$ cat src/rtl/conv33_calc.sv
// Five-stage pipelined 3x3 signed convolution MAC: nine 8x8 products, adder tree, bias add.
// Intermediate stage registers are brought out as debug ports.
module conv33_calc #(
   parameter int MUL_WIDTH = 16,
   parameter int OUT_WIDTH = 32
) (
   input  logic                 clk,
   input  logic                 rst,
   input  logic                 conv33_en,
   input  logic [7:0]           data_0_0,
   input  logic [7:0]           data_0_1,
   input  logic [7:0]           data_0_2,
   input  logic [7:0]           data_1_0,
   input  logic [7:0]           data_1_1,
   input  logic [7:0]           data_1_2,
   input  logic [7:0]           data_2_0,
   input  logic [7:0]           data_2_1,
   input  logic [7:0]           data_2_2,
   input  logic [7:0]           weight_0,
   input  logic [7:0]           weight_1,
   input  logic [7:0]           weight_2,
   input  logic [7:0]           weight_3,
   input  logic [7:0]           weight_4,
   input  logic [7:0]           weight_5,
   input  logic [7:0]           weight_6,
   input  logic [7:0]           weight_7,
   input  logic [7:0]           weight_8,
   input  logic [OUT_WIDTH-1:0] bias,
   output logic [OUT_WIDTH-1:0] result,
   output logic                 valid,
   output logic [MUL_WIDTH-1:0] mul_0,
   output logic [MUL_WIDTH-1:0] mul_1,
   output logic [MUL_WIDTH-1:0] mul_2,
   output logic [MUL_WIDTH-1:0] mul_3,
   output logic [MUL_WIDTH-1:0] mul_4,
   output logic [MUL_WIDTH-1:0] mul_5,
   output logic [MUL_WIDTH-1:0] mul_6,
   output logic [MUL_WIDTH-1:0] mul_7,
   output logic [MUL_WIDTH-1:0] mul_8,
   output logic [MUL_WIDTH:0]   sum0,
   output logic [MUL_WIDTH:0]   sum1,
   output logic [MUL_WIDTH:0]   sum2,
   output logic [MUL_WIDTH:0]   sum3,
   output logic [MUL_WIDTH+1:0] sum4,
   output logic [MUL_WIDTH+1:0] sum5,
   output logic [OUT_WIDTH-1:0] convsum
);
   localparam int S2W = MUL_WIDTH + 1;
   localparam int S3W = MUL_WIDTH + 2;

   logic [7:0] px [9];
   logic [7:0] wt [9];
   assign px = '{data_0_0, data_0_1, data_0_2, data_1_0, data_1_1, data_1_2,
                 data_2_0, data_2_1, data_2_2};
   assign wt = '{weight_0, weight_1, weight_2, weight_3, weight_4, weight_5,
                 weight_6, weight_7, weight_8};

   logic [5:1]                  vld_q;
   logic signed [MUL_WIDTH-1:0] mul_d [9];
   logic signed [MUL_WIDTH-1:0] mul_q [9];
   logic signed [S2W-1:0]       sum_d [4];
   logic signed [S2W-1:0]       sum_q [4];
   logic signed [S3W-1:0]       sum4_q, sum5_q;
   logic signed [MUL_WIDTH-1:0] mul8_q2, mul8_q3;
   logic signed [OUT_WIDTH-1:0] bias_q1, bias_q2, bias_q3, bias_q4;
   logic signed [OUT_WIDTH-1:0] convsum_q, convsum_d, result_q;

   // Operands are widened first so the truncated product is the exact 16-bit result.
   for (genvar k = 0; k < 9; k++) begin : g_mul
      assign mul_d[k] = MUL_WIDTH'($signed(px[k])) * MUL_WIDTH'($signed(wt[k]));
   end

   for (genvar i = 0; i < 4; i++) begin : g_sum
      assign sum_d[i] = S2W'(mul_q[2*i]) + S2W'(mul_q[2*i+1]);
   end

   assign convsum_d = OUT_WIDTH'(sum4_q) + OUT_WIDTH'(sum5_q) + OUT_WIDTH'(mul8_q3);

   always_ff @(posedge clk or negedge rst) begin
      if (!rst) begin
         vld_q     <= '0;
         for (int k = 0; k < 9; k++) mul_q[k] <= '0;
         for (int i = 0; i < 4; i++) sum_q[i] <= '0;
         sum4_q    <= '0;
         sum5_q    <= '0;
         mul8_q2   <= '0;
         mul8_q3   <= '0;
         bias_q1   <= '0;
         bias_q2   <= '0;
         bias_q3   <= '0;
         bias_q4   <= '0;
         convsum_q <= '0;
         result_q  <= '0;
      end else begin
         vld_q <= {vld_q[4:1], conv33_en};
         if (conv33_en) begin
            for (int k = 0; k < 9; k++) mul_q[k] <= mul_d[k];
            bias_q1 <= $signed(bias);
         end
         if (vld_q[1]) begin
            for (int i = 0; i < 4; i++) sum_q[i] <= sum_d[i];
            mul8_q2 <= mul_q[8];
            bias_q2 <= bias_q1;
         end
         if (vld_q[2]) begin
            sum4_q  <= S3W'(sum_q[0]) + S3W'(sum_q[1]);
            sum5_q  <= S3W'(sum_q[2]) + S3W'(sum_q[3]);
            mul8_q3 <= mul8_q2;
            bias_q3 <= bias_q2;
         end
         if (vld_q[3]) begin
            convsum_q <= convsum_d;
            bias_q4   <= bias_q3;
         end
         // Only the bias add can wrap; the nine-product sum always fits.
         if (vld_q[4]) result_q <= convsum_q + bias_q4;
      end
   end

   assign valid   = vld_q[5];
   assign result  = result_q;
   assign convsum = convsum_q;
   assign mul_0 = mul_q[0];
   assign mul_1 = mul_q[1];
   assign mul_2 = mul_q[2];
   assign mul_3 = mul_q[3];
   assign mul_4 = mul_q[4];
   assign mul_5 = mul_q[5];
   assign mul_6 = mul_q[6];
   assign mul_7 = mul_q[7];
   assign mul_8 = mul_q[8];
   assign sum0  = sum_q[0];
   assign sum1  = sum_q[1];
   assign sum2  = sum_q[2];
   assign sum3  = sum_q[3];
   assign sum4  = sum4_q;
   assign sum5  = sum5_q;
endmodule

$ cat config.mk
export PLATFORM = sky130hd
export DESIGN_NAME = conv33_calc
export DESIGN_NICKNAME = d
export VERILOG_FILES = /design/src/rtl/conv33_calc.sv
export SDC_FILE = /design/constraint.sdc
export NUM_CORES = 2
export LEC_CHECK = 0
export BUFFER_PORTS_ARGS = -buffer_cell sky130_fd_sc_hd__clkbuf_2
export CAP_MARGIN = 20
export CORE_MARGIN = 3
export CORE_UTILIZATION = 55
export DETAILED_ROUTE_END_ITERATION = 16
export PLACE_DENSITY_LB_ADDON = 0.08
export SYNTH_ARGS = -nofsm -noshare
export SYNTH_HDL_FRONTEND = slang
export SYNTH_SLANG_ARGS = --single-unit
$ cat constraint.sdc
create_clock -name clk -period 3.9 [get_ports clk]
set_input_delay 0.39 -clock clk [delete_from_list [all_inputs] [get_ports clk]]
set_output_delay 0.39 -clock clk [all_outputs]
set_load 0.01 [all_outputs]
==> metrics.txt <==
Post-Synthesis Net Count 5770; Hold Vio Cnt, Final 0; Die Y 297.2 µm; VDD IR max 0.6459 mV; routability cong. 0.9410; initial antenna violation count 4; clk root buf clkbuf_16; Util after Layout 68.66%; Row Count 106; Adder-Cell Fraction of Synth Area 33.31%; Nets 6776; DR vias 36710; M1 WL 55470 µm; Largest stage delay, worst path 0.55 ns; largest family of logic cells by synthesized area adder cells; Final ANT Viol Nets 0; Compound-Gate Fraction of Synth Area 9.433%; DRC viols 0; leak pwr 0.02851 µW; violated checks negative setup slack; Port Buffers 491; Clock Sinks 465; final worst path period share 100.7%; largest net degree at the start of global routing 146; clock transition at the registers of the reported paths 0.06 ns; first-pass GRT wire length 207900 µm; sw frac 45.36%; Critical Path Sink Type register; vias in the first global route 37580; critical path launch point type primary input; RSZ-0062 raised after global routing true; die area 88330 µm²; Rel. slew slack 42.65%; CTS Buf Count 55; Synth area leader dfrtp_1; worst-margin pin slew 0.8602 ns; syn avg cell area 10.00 µm²; sequential area share after synthesis 24.95%; crit path cell chain buf_8 -> and2_4 -> fa_1 -> inv_1 -> fa_1 -> inv_2 -> fa_1 -> inv_1 -> fa_1 -> inv_2 -> ha_4 -> and2_4 -> a31oi_4 -> a21oi_2 -> a211oi_2 -> a21oi_2 -> xnor2_1 -> mux2_4; total gr overflow 0; met2 WL 60990 µm; final wirelength 131300 µm; hold_ws 0.03870 ns; CTS max path bufs 3; #FFs+latches synth 465; final setup fails 2; CP max FO 4; Overall Power 48880 µW; Vias/cell 5.362; switching pwr 22170 µW; commonest non-fill, non-tap cell in the layout inv_1; critical path class primary input to register; core area 83820 µm²; CTS tree yes; combinational fraction of design power 69.5%; Synth warnings 0; met3 WL 8535 µm; detail-routed net length per standard cell 19.18 µm; Detail Placement HPWL 109800 µm; top routing layer in use met5; initial drt markers 1686; Slew Viols, Final 0; final setup margin -0.02773 ns; Critical Path RT 4.40 ns; most frequent cells in the layout inv_1 (767), buf_4 (523), fa_1 (502); Setup Skew 0.02963 ns; Post-Synth Simple-Gate Area 13.31%; Post-Synthesis Cells 4662; Starting Density 55.64%; multiplexer share of the synthesized area 7.823%; MaxCap Viol Count 0; Synth area leaders dfrtp_1 (25%), fa_1 (22%), ha_1 (11%); Int Power 26710 µW; Worst Hold Class primary input to register; Fill cells 6831; I/O Pins 492; Area after DPL 54520 µm²; H-tree Lvls 2; Post-Synth XOR/XNOR Area 3.831%; asr flop ratio synth 100.0%; Area growth syn-to-layout 23.40%; CP dominant cell by count fa_1; fin area 57550 µm²; Die X 297.2 µm; Max Fclk 0.2546 GHz; gr usage total 29.76%; Post-synth EDFFs 0; Worst EP arrival 4.43 ns; Synth Flop Type dfrtp_1; post-synth top area share 24.95%; share of cells above drive strength 1 29.25%; total iterations of the first detailed-routing run 7; clock insertion delay at the later pin of the skew report 0.63 ns; status complete, but fails checks; fin crit period 3.928 ns; Clk pwr share 11.4%; sequential share of power 19.1%; Netlist cell types 74; pwr dens 849.3 nW/µm²; Netlist Area Pre-Place 46640 µm²; Crit-path slowest cell fa_1
## critical path, delay by kind of cell
kind                     cells  cell delay [ns]
buffers and inverters        5             0.31
multiplexers                 1             0.26
AND/OR/NAND/NOR              2             0.29
XOR/XNOR                     1             0.13
adder cells (fa/ha/maj)      5             2.34
AO/OA/AOI/OAI                4             0.70
## worst paths after layout
check                       startpoint     endpoint  slack [ns]  cells after the start
setup / recovery           weight_0[4]    mul_0[15]       -0.03                     18
hold / removal                bias[30]  bias_q1[30]        0.04                      2
setup reg to reg               sum4[7]  convsum[16]        0.55                      8
hold reg to reg             result[27]   result[27]        0.48                      2
max in group asynchronous          rst      sum3[6]        2.52                      3
min in group asynchronous          rst   bias_q1[7]        0.39                      2
## cell usage after synthesis, types with 94 or more instances
master and instances:
inv_1 795, fa_1 521, dfrtp_1 465, ha_1 408
and2_1 379, mux2_2 320, nand2_1 307, xnor2_1 183
nor2_1 158, a21oi_1 154, o21ai_0 143, nor2b_1 94
## cell type report
type / instances / area [µm²] / share of cell area, %
clock inverter: 27 / 397.9 / 0.6913
sequential: 465 / 11640 / 20.23
tap: 1134 / 1419 / 2.465
antenna: 1 / 2.502 / 0.004348
timing repair buffer: 1048 / 6972 / 12.11
inverter: 797 / 2995 / 5.205
clock buffer: 74 / 1579 / 2.744
multi-input combinational: 3301 / 32540 / 56.54
## what timing repair did
action,4_1_cts,5_1_grt
hold buffers,22,0
buffers inserted,1,14
pin swaps,6,93
hold endpoints to repair,108,0
endpoints found under the setup margin,7,39
resized for setup,5,204
## power by group through the flow
| stage | sequential [µW] | combinational, µW | clock, µW |
|---|---|---|---|
| finish | 9340 | 34000 | 5580 |
| detailed placement | 9410 | 32600 | 0 |
| global placement | 9360 | 32000 | 0 |
| CTS | 9340 | 32900 | 5700 |
| global route | 9520 | 37900 | 5900 |
| floorplan | 8780 | 21500 | 0 |
## registers in the layout (all words and copies together) (netlist names), 18 cells and up
name / cells
sum4: 18
sum5: 18
bias_q4: 32
bias_q1: 32
bias_q2: 32
bias_q3: 32
result: 32
convsum: 20
## logic make-up (layout without fill, tap and decap cells)
family,Yosys count,count (layout)
buffers and inverters,896,1946
adders and majority gates,929,929
xor gates and xnor gates,204,204
other,0,1
DFF,465,465
muxes,324,324
AOI/OAI and AO/OA,663,663
and+or+nand+nor,1181,1181
## per-stage QoR
| stage | setup TNS (ns) | setup WS, ns | cells |
|---|---|---|---|
| final | -0.03766 | -0.02773 | 6847 |
| after detailed placement | -31.87 | -0.7311 | 6708 |
| after CTS | -0.01432 | -0.01432 | 6832 |
| after floorplan | -6.947 | -0.3878 | 4662 |
| after global placement | -29.14 | -0.6654 | 6708 |
| after global routing | -0.8209 | -0.1423 | 6847 |
## layer usage
metal  up-vias  GRT usage, %
met5         -             0
met4         2         11.54
met3       234         6.174
met2       909         48.61
met1     18230         39.10
li1      17340             -
Power figures use the tool's default switching activity.
